===== config.mk =====
export PLATFORM = sky130hd
export DESIGN_NAME = branch_ctrl_flat
export DESIGN_NICKNAME = d
export VERILOG_FILES = /design/src/rtl/branch_ctrl_if.sv /design/src/rtl/branch_ctrl.sv /design/src/flat_wrapper.sv
export SDC_FILE = /design/constraint.sdc
export NUM_CORES = 1
export LEC_CHECK = 0
export ABC_AREA = 1
export BUFFER_PORTS_ARGS = -buffer_cell sky130_fd_sc_hd__buf_2
export CAP_MARGIN = 0
export CORE_AREA = 2 2 144 146
export CTS_CLUSTER_SIZE = 10
export DETAILED_ROUTE_END_ITERATION = 6
export DIE_AREA = 0 0 146 148
export PLACE_DENSITY = 0.77
export SYNTH_ARGS = -nofsm -noshare
export SYNTH_HDL_FRONTEND = slang
export SYNTH_SLANG_ARGS = --single-unit
export TNS_END_PERCENT = 1

===== constraint.sdc =====
create_clock -name clk -period 6.1 [get_ports clk]
set_input_delay 0.61 -clock clk [delete_from_list [all_inputs] [get_ports clk]]
set_output_delay 0.61 -clock clk [all_outputs]
set_load 0.03 [all_outputs]

===== src/rtl/branch_ctrl_if.sv =====
// branch_ctrl_if: request/result bundle between the main controller
// (master) and the branch resolution unit (slave).
interface branch_ctrl_if;
    // request side
    logic        start;
    logic        ready;
    logic [3:0]  br_op;
    logic        zero;
    logic        great;
    logic        less;
    logic        lez;
    logic        ltz;
    logic [31:0] pc4;
    logic [15:0] imm16;
    logic [25:0] instr_index;
    logic [31:0] rs_val;

    // result side
    logic        res_valid;
    logic        res_ack;
    logic        taken;
    logic [31:0] npc;
    logic        link_we;
    logic [31:0] link_val;
    logic        bad_op;

    // statistics
    logic [31:0] br_count;
    logic [31:0] br_taken_count;

    modport master (
        output start, br_op, zero, great, less, lez, ltz,
               pc4, imm16, instr_index, rs_val, res_ack,
        input  ready, res_valid, taken, npc, link_we, link_val, bad_op,
               br_count, br_taken_count
    );

    modport slave (
        input  start, br_op, zero, great, less, lez, ltz,
               pc4, imm16, instr_index, rs_val, res_ack,
        output ready, res_valid, taken, npc, link_we, link_val, bad_op,
               br_count, br_taken_count
    );
endinterface


===== src/rtl/branch_ctrl.sv =====
// branch_ctrl: multicycle branch/jump resolution unit.
// IDLE latches one request, EVAL resolves condition/target/link into the
// result registers, HOLD presents them until acknowledged.
// Optional feature macro: BRANCH_STATS_EN adds saturating request and
// taken counters; without it both counter ports read as zero.
module branch_ctrl (
    input  logic          clk,
    input  logic          rstn,
    branch_ctrl_if.slave  bus
);

    typedef enum logic [1:0] {
        ST_IDLE = 2'd0,
        ST_EVAL = 2'd1,
        ST_HOLD = 2'd2
    } state_t;

    typedef struct packed {
        logic zero;
        logic great;
        logic less;
        logic lez;
        logic ltz;
    } flags_t;

    localparam logic [3:0] OP_NOP  = 4'd0;
    localparam logic [3:0] OP_BEQ  = 4'd1;
    localparam logic [3:0] OP_BNE  = 4'd2;
    localparam logic [3:0] OP_BLEZ = 4'd3;
    localparam logic [3:0] OP_BGTZ = 4'd4;
    localparam logic [3:0] OP_BLTZ = 4'd5;
    localparam logic [3:0] OP_BGEZ = 4'd6;
    localparam logic [3:0] OP_J    = 4'd7;
    localparam logic [3:0] OP_JAL  = 4'd8;
    localparam logic [3:0] OP_JR   = 4'd9;
    localparam logic [3:0] OP_JALR = 4'd10;
    localparam logic [3:0] OP_BGT  = 4'd11;
    localparam logic [3:0] OP_BLT  = 4'd12;

    state_t      state_q, state_d;

    // operands captured on the accepting edge
    logic [3:0]  br_op_q, br_op_d;
    flags_t      flags_q, flags_d;
    logic [31:0] pc4_q, pc4_d;
    logic [15:0] imm16_q, imm16_d;
    logic [25:0] instr_index_q, instr_index_d;
    logic [31:0] rs_val_q, rs_val_d;

    // registered result
    logic        taken_q, taken_d;
    logic [31:0] npc_q, npc_d;
    logic        link_we_q, link_we_d;
    logic [31:0] link_val_q, link_val_d;
    logic        bad_op_q, bad_op_d;

    // combinational resolution of the captured request
    logic        eval_taken;
    logic [31:0] eval_npc;
    logic        eval_link;
    logic        eval_bad;
    logic [31:0] eval_target;
    logic [31:0] branch_target;
    logic [31:0] jump_target;

    // Request sequencing and operand capture; operands only move on accept
    always_comb begin
        state_d       = state_q;
        br_op_d       = br_op_q;
        flags_d       = flags_q;
        pc4_d         = pc4_q;
        imm16_d       = imm16_q;
        instr_index_d = instr_index_q;
        rs_val_d      = rs_val_q;

        case (state_q)
            ST_IDLE: begin
                if (bus.start) begin
                    state_d       = ST_EVAL;
                    br_op_d       = bus.br_op;
                    flags_d       = '{zero:  bus.zero,
                                      great: bus.great,
                                      less:  bus.less,
                                      lez:   bus.lez,
                                      ltz:   bus.ltz};
                    pc4_d         = bus.pc4;
                    imm16_d       = bus.imm16;
                    instr_index_d = bus.instr_index;
                    rs_val_d      = bus.rs_val;
                end
            end
            ST_EVAL: begin
                state_d = ST_HOLD;
            end
            ST_HOLD: begin
                if (bus.res_ack) begin
                    state_d = ST_IDLE;
                end
            end
            default: begin
                state_d = ST_IDLE;
            end
        endcase
    end

    // Condition, target and link decode for the captured operation
    always_comb begin
        eval_taken    = 1'b0;
        eval_link     = 1'b0;
        eval_bad      = 1'b0;
        branch_target = pc4_q + {{14{imm16_q[15]}}, imm16_q, 2'b00};
        jump_target   = {pc4_q[31:28], instr_index_q, 2'b00};
        eval_target   = branch_target;

        case (br_op_q)
            OP_NOP: begin
                eval_taken = 1'b0;
            end
            OP_BEQ: begin
                eval_taken = flags_q.zero;
            end
            OP_BNE: begin
                eval_taken = !flags_q.zero;
            end
            OP_BLEZ: begin
                eval_taken = flags_q.lez;
            end
            OP_BGTZ: begin
                eval_taken = !flags_q.lez;
            end
            OP_BLTZ: begin
                eval_taken = flags_q.ltz;
            end
            OP_BGEZ: begin
                eval_taken = !flags_q.ltz;
            end
            OP_J: begin
                eval_taken  = 1'b1;
                eval_target = jump_target;
            end
            OP_JAL: begin
                eval_taken  = 1'b1;
                eval_link   = 1'b1;
                eval_target = jump_target;
            end
            OP_JR: begin
                eval_taken  = 1'b1;
                eval_target = rs_val_q;
            end
            OP_JALR: begin
                eval_taken  = 1'b1;
                eval_link   = 1'b1;
                eval_target = rs_val_q;
            end
            OP_BGT: begin
                eval_taken = flags_q.great;
            end
            OP_BLT: begin
                eval_taken = flags_q.less;
            end
            default: begin
                eval_bad = 1'b1;
            end
        endcase

        eval_npc = eval_taken ? eval_target : pc4_q;
    end

    // Result registers load only in EVAL and otherwise keep their last value
    always_comb begin
        taken_d    = taken_q;
        npc_d      = npc_q;
        link_we_d  = link_we_q;
        link_val_d = link_val_q;
        bad_op_d   = bad_op_q;

        if (state_q == ST_EVAL) begin
            taken_d    = eval_taken;
            npc_d      = eval_npc;
            link_we_d  = eval_link;
            link_val_d = eval_link ? pc4_q : 32'h0;
            bad_op_d   = eval_bad;
        end
    end

    // State, operand and result registers with synchronous active-low reset
    always_ff @(posedge clk) begin
        if (!rstn) begin
            state_q       <= ST_IDLE;
            br_op_q       <= 4'h0;
            flags_q       <= '0;
            pc4_q         <= 32'h0;
            imm16_q       <= 16'h0;
            instr_index_q <= 26'h0;
            rs_val_q      <= 32'h0;
            taken_q       <= 1'b0;
            npc_q         <= 32'h0;
            link_we_q     <= 1'b0;
            link_val_q    <= 32'h0;
            bad_op_q      <= 1'b0;
        end else begin
            state_q       <= state_d;
            br_op_q       <= br_op_d;
            flags_q       <= flags_d;
            pc4_q         <= pc4_d;
            imm16_q       <= imm16_d;
            instr_index_q <= instr_index_d;
            rs_val_q      <= rs_val_d;
            taken_q       <= taken_d;
            npc_q         <= npc_d;
            link_we_q     <= link_we_d;
            link_val_q    <= link_val_d;
            bad_op_q      <= bad_op_d;
        end
    end

`ifdef BRANCH_STATS_EN
    logic [31:0] br_count_q, br_count_d;
    logic [31:0] br_taken_count_q, br_taken_count_d;

    // Saturating counters bumped once per resolved request on EVAL->HOLD
    always_comb begin
        br_count_d       = br_count_q;
        br_taken_count_d = br_taken_count_q;
        if (state_q == ST_EVAL) begin
            if (br_count_q != 32'hFFFF_FFFF) begin
                br_count_d = br_count_q + 32'd1;
            end
            if (eval_taken && (br_taken_count_q != 32'hFFFF_FFFF)) begin
                br_taken_count_d = br_taken_count_q + 32'd1;
            end
        end
    end

    // Counter registers cleared by reset
    always_ff @(posedge clk) begin
        if (!rstn) begin
            br_count_q       <= 32'h0;
            br_taken_count_q <= 32'h0;
        end else begin
            br_count_q       <= br_count_d;
            br_taken_count_q <= br_taken_count_d;
        end
    end

    assign bus.br_count       = br_count_q;
    assign bus.br_taken_count = br_taken_count_q;
`else
    assign bus.br_count       = 32'h0;
    assign bus.br_taken_count = 32'h0;
`endif

    assign bus.ready     = (state_q == ST_IDLE);
    assign bus.res_valid = (state_q == ST_HOLD);
    assign bus.taken     = taken_q;
    assign bus.npc       = npc_q;
    assign bus.link_we   = link_we_q;
    assign bus.link_val  = link_val_q;
    assign bus.bad_op    = bad_op_q;

endmodule


===== src/flat_wrapper.sv =====
// flat-port wrapper written by rule: the top's interface ports become plain ports
module branch_ctrl_flat 
  (clk, rstn, bus_start, bus_br_op, bus_zero, bus_great, bus_less, bus_lez, bus_ltz, bus_pc4, bus_imm16, bus_instr_index, bus_rs_val, bus_res_ack, bus_ready, bus_res_valid, bus_taken, bus_npc, bus_link_we, bus_link_val, bus_bad_op, bus_br_count, bus_br_taken_count);
  branch_ctrl_if bus_i ();
  input  logic clk;
  input  logic rstn;
  input wire logic [$bits(bus_i.start)-1:0] bus_start;
  input wire logic [$bits(bus_i.br_op)-1:0] bus_br_op;
  input wire logic [$bits(bus_i.zero)-1:0] bus_zero;
  input wire logic [$bits(bus_i.great)-1:0] bus_great;
  input wire logic [$bits(bus_i.less)-1:0] bus_less;
  input wire logic [$bits(bus_i.lez)-1:0] bus_lez;
  input wire logic [$bits(bus_i.ltz)-1:0] bus_ltz;
  input wire logic [$bits(bus_i.pc4)-1:0] bus_pc4;
  input wire logic [$bits(bus_i.imm16)-1:0] bus_imm16;
  input wire logic [$bits(bus_i.instr_index)-1:0] bus_instr_index;
  input wire logic [$bits(bus_i.rs_val)-1:0] bus_rs_val;
  input wire logic [$bits(bus_i.res_ack)-1:0] bus_res_ack;
  output wire logic [$bits(bus_i.ready)-1:0] bus_ready;
  output wire logic [$bits(bus_i.res_valid)-1:0] bus_res_valid;
  output wire logic [$bits(bus_i.taken)-1:0] bus_taken;
  output wire logic [$bits(bus_i.npc)-1:0] bus_npc;
  output wire logic [$bits(bus_i.link_we)-1:0] bus_link_we;
  output wire logic [$bits(bus_i.link_val)-1:0] bus_link_val;
  output wire logic [$bits(bus_i.bad_op)-1:0] bus_bad_op;
  output wire logic [$bits(bus_i.br_count)-1:0] bus_br_count;
  output wire logic [$bits(bus_i.br_taken_count)-1:0] bus_br_taken_count;
  assign bus_i.start = bus_start;
  assign bus_i.br_op = bus_br_op;
  assign bus_i.zero = bus_zero;
  assign bus_i.great = bus_great;
  assign bus_i.less = bus_less;
  assign bus_i.lez = bus_lez;
  assign bus_i.ltz = bus_ltz;
  assign bus_i.pc4 = bus_pc4;
  assign bus_i.imm16 = bus_imm16;
  assign bus_i.instr_index = bus_instr_index;
  assign bus_i.rs_val = bus_rs_val;
  assign bus_i.res_ack = bus_res_ack;
  assign bus_ready = bus_i.ready;
  assign bus_res_valid = bus_i.res_valid;
  assign bus_taken = bus_i.taken;
  assign bus_npc = bus_i.npc;
  assign bus_link_we = bus_i.link_we;
  assign bus_link_val = bus_i.link_val;
  assign bus_bad_op = bus_i.bad_op;
  assign bus_br_count = bus_i.br_count;
  assign bus_br_taken_count = bus_i.br_taken_count;
  branch_ctrl u_core (.clk(clk), .rstn(rstn), .bus(bus_i));
endmodule

==> metrics.md <==
| Metric | Value |
|---|---|
| Outcome | `finished clean` |
| Overflow after GRT | `0` |
| RSZ-0062 raised after global routing | `false` |
| Max_cap viols | `0` |
| Largest area contributor in the synthesized netlist | `sky130_fd_sc_hd__dfxtp_1` |
| List of cells traversed by the critical path | `inv_2 > nand2_1 > nor2_1 > a21oi_4 > nand2_2 > nor2_1 > nand2_1 > buf_4 > inv_2 > nor2_1 > o21ai_1 > nand2_1 > a21oi_1` |
| Top fanout value on the critical path | `31` |
| Yosys reg bits | `184` |
| Hold Worst Slack | `423 ps` |
| Kind of critical path | `reg2reg` |
| Final std cells w/o fill | `1936` |
| Cell area after technology mapping | `9900 µm²` |
| Maximum single-stage delay on the critical path | `450 ps` |
| Total vias in the final route | `9868` |
| Actual transition at the worst max-transition pin | `1020 ps` |
| CP bufs+invs | `3` |
| Average footprint of a synthesized cell | `6.56 µm²` |
| Commonest non-fill, non-tap cell in the layout | `sky130_fd_sc_hd__nand2_1` |
| Sequential cell area | `3680 µm²` |
| YS warnings | `0` |
| I/O pin count | `252` |
| Reg power frac | `42.7%` |
| Total number of placement rows | `52` |
| Maximum number of pins on one net before global-route repair | `120` |
| Worst slew margin | `31.9%` |
| Final core utilization | `56.5%` |
| Clock root buffer | `sky130_fd_sc_hd__clkbuf_16` |
| Achievable clock frequency | `0.366 GHz` |
| Setup crit start kind | `flip-flop` |
| # H-tree levels | `4` |
| Critical path required time | `6460 ps` |
| Portion of total power attributed to combinational logic | `22.3%` |
| Vias per std cell | `5.10` |
| Kind of end point of the critical path | `flip-flop` |
| Antenna Diode Count | `0` |
| Starting utilization of the core area | `49.4%` |
| Routability congestion estimate from global placement | `0.959` |
| Quantity of hold-fixing buffers added after cts | `0` |
| Pwr/cell area | `282 nW/µm²` |
| Setup tns final | `0 ps` |
| Leak pwr | `0.00567 µW` |
| Reported net switching power | `1130 µW` |
| Count of final setup violators | `0` |
| Internal Pwr Total | `2060 µW` |
| Post-placement cell count | `1904` |
| Synth Instances | `1509` |
| Number of optimization iterations in the first detailed-route pass | `5` |
| Initial antenna violation count | `0` |
| Width of the die | `146 µm` |
| Core Area | `20000 µm²` |
| Multi-input gate area in the final layout | `5070 µm²` |
| Commonest cells after routing, fill and taps aside | `sky130_fd_sc_hd__nand2_1, sky130_fd_sc_hd__nor2_1, sky130_fd_sc_hd__buf_2, sky130_fd_sc_hd__dfxtp_1, sky130_fd_sc_hd__inv_1` |
| Post-route DRC | `0` |
| Final max-slew violation count | `0` |
| Cell type of the slowest stage on the worst timing path | `sky130_fd_sc_hd__inv_2` |
| Final Hold Violating Endpoints | `0` |
| Worst clock skew | `11.5 ps` |
| Worst EP arrival | `3090 ps` |
| Number of nets in the layout | `1802` |
| Switching part of the total power | `35.4%` |
| Number of buffers inserted during clock tree synthesis | `17` |
| Deepest clock path buffer count | `2` |
| IR drop worst, VDD | `190 µV` |
| Die footprint | `21600 µm²` |
| Clock tree from TritonCTS | `built` |
| Via count of the first global-routing pass | `8919` |
| Final period utilization | `44.8%` |
| Overall routing resource usage | `26.7%` |
| Min-Delay Path Class | `in2reg` |
| Antenna-violating nets left | `0` |
| First-pass GRT wire length | `45800 µm` |
| Drt total wl | `29600 µm` |
| Violation count after the first detailed-routing iteration | `621` |
| Number of post-CTS setup repair buffers | `0` |
| Sequential element share of the synthesized area | `37.2%` |
| Filler Cells Inserted | `2043` |
| Die span in y | `148 µm` |
| Port Buf Inserts | `187` |
| Count of cells resized by post-cts repair | `0` |
| Area growth, synth to finish | `14.4%` |
| Fraction of layout cells with a size suffix above 1 | `15.1%` |
| Number of different library cells in the post-synthesis netlist | `40` |
| Top delay family on crit path | `simple AND/OR/NAND/NOR gates` |
| Reg clk slew, reported paths | `80 ps` |
| Skew-Pair Late Insertion Delay | `430 ps` |
| TritonCTS Sinks | `184` |
| DPL Wire Length | `22000 µm` |
| Ranking of synthesized cells by area | `sky130_fd_sc_hd__dfxtp_1, sky130_fd_sc_hd__nand2_1, sky130_fd_sc_hd__nor2_1` |
| Routed wirelength normalized by instance count | `15.3 µm` |
| Share of Yosys cell area claimed by the top area cell type | `37.2%` |
| Final worst path period need | `2730 ps` |
| Clock network fraction of design power | `35.0%` |
-- worst min-delay path, cell delays in order --
cell                      delay [ps]
sky130_fd_sc_hd__buf_2            70
sky130_fd_sc_hd__o21ai_0          70
sky130_fd_sc_hd__nor2_1           70
-- cell families after synthesis --
| group | share of synthesized area [%] |
|---|---|
| compound gates | 16.9 |
| xor+xnor | 0.354 |
| fa+ha+maj | 3.87 |
| buf+inv | 14.1 |
| flops | 37.2 |
| other cells | 0.0379 |
| simple gates | 27.4 |
-- synth_stat cells --
cell,instances
sky130_fd_sc_hd__xnor2_1,3
sky130_fd_sc_hd__o22ai_2,1
sky130_fd_sc_hd__dfxtp_1,184
sky130_fd_sc_hd__a21oi_4,1
sky130_fd_sc_hd__buf_1,2
sky130_fd_sc_hd__buf_4,65
sky130_fd_sc_hd__conb_1,1
sky130_fd_sc_hd__a211oi_1,4
sky130_fd_sc_hd__buf_2,13
sky130_fd_sc_hd__nand4_1,10
sky130_fd_sc_hd__a221oi_1,1
sky130_fd_sc_hd__buf_6,1
sky130_fd_sc_hd__nor3_2,1
sky130_fd_sc_hd__fa_1,1
sky130_fd_sc_hd__nand2_1,362
sky130_fd_sc_hd__a21o_1,2
sky130_fd_sc_hd__o21ai_0,145
sky130_fd_sc_hd__o21ai_1,3
sky130_fd_sc_hd__inv_1,161
sky130_fd_sc_hd__nand2b_1,1
sky130_fd_sc_hd__xor2_1,1
sky130_fd_sc_hd__o211ai_1,3
sky130_fd_sc_hd__nand3_2,1
sky130_fd_sc_hd__o21bai_1,3
sky130_fd_sc_hd__ha_1,29
sky130_fd_sc_hd__inv_2,7
sky130_fd_sc_hd__o22ai_1,14
sky130_fd_sc_hd__nand3b_1,11
sky130_fd_sc_hd__nand3_1,58
sky130_fd_sc_hd__a21oi_1,131
sky130_fd_sc_hd__nor2_2,1
sky130_fd_sc_hd__nor2_4,1
sky130_fd_sc_hd__clkbuf_1,52
sky130_fd_sc_hd__or2_2,7
sky130_fd_sc_hd__a31oi_1,1
sky130_fd_sc_hd__o21a_1,2
sky130_fd_sc_hd__nor2_1,215
sky130_fd_sc_hd__nor3_1,3
sky130_fd_sc_hd__a22o_1,5
sky130_fd_sc_hd__nand2_2,2
-- power groups by stage --
stage	Sequential (µW)	Clock [µW]	Combinational, µW
floorplan	1400	0	518
global placement	1390	0	694
detailed placement	1390	0	701
CTS	1360	1130	706
global route	1370	1170	792
finish	1360	1120	711
-- state kept, by name, summed over array words and instances, names as in the netlist --
signal                count
u_core.bus.link_val      32
u_core.bus.npc           32
u_core.pc4_q             32
u_core.rs_val_q          32
u_core.instr_index_q     26
u_core.imm16_q           16
u_core.flags_q            5
u_core.br_op_q            4
u_core.state_q            2
u_core.bus.bad_op         1
u_core.bus.link_we        1
u_core.bus.taken          1
-- worst paths after layout --
kind / from / to / slack (ps) / cells after the start
max reg2reg: u_core.br_op_q[3] / u_core.bus.npc[17] / 3370 / 13
min reg2reg: u_core.instr_index_q[20] / u_core.instr_index_q[20] / 460 / 2
min: bus_pc4[4] / u_core.pc4_q[4] / 420 / 3
max: u_core.br_op_q[3] / u_core.bus.npc[17] / 3370 / 13
-- through the flow --
stage | power, µW | area, µm² | setup slack [ps]
floorplan | 1910 | 10100 | 4090
global placement | 2080 | 10700 | 3530
detailed placement | 2090 | 10700 | 3470
CTS | 3200 | 11300 | 3410
global route | 3340 | 11300 | 3110
finish | 3190 | 11300 | 3370
-- cell type report --
cell class | instances | share of cell area [%]
multi-input cells | 1087 | 44.8
flip-flops and latches | 184 | 32.5
repair buffers | 195 | 8.80
inverters | 168 | 5.57
clock buffers | 18 | 3.79
well taps | 270 | 2.99
clock inverters | 14 | 1.53
-- per-layer routing --
layer  vias up  global-route usage (%)  wire [µm]
li1       4982                       -          -
met1      4419                    34.1      12800
met2       397                    45.1      13800
met3        70                    4.41       1840
met4         0                    11.2       1200
met5         -                       0          0
(Power assumes the default switching activity.)
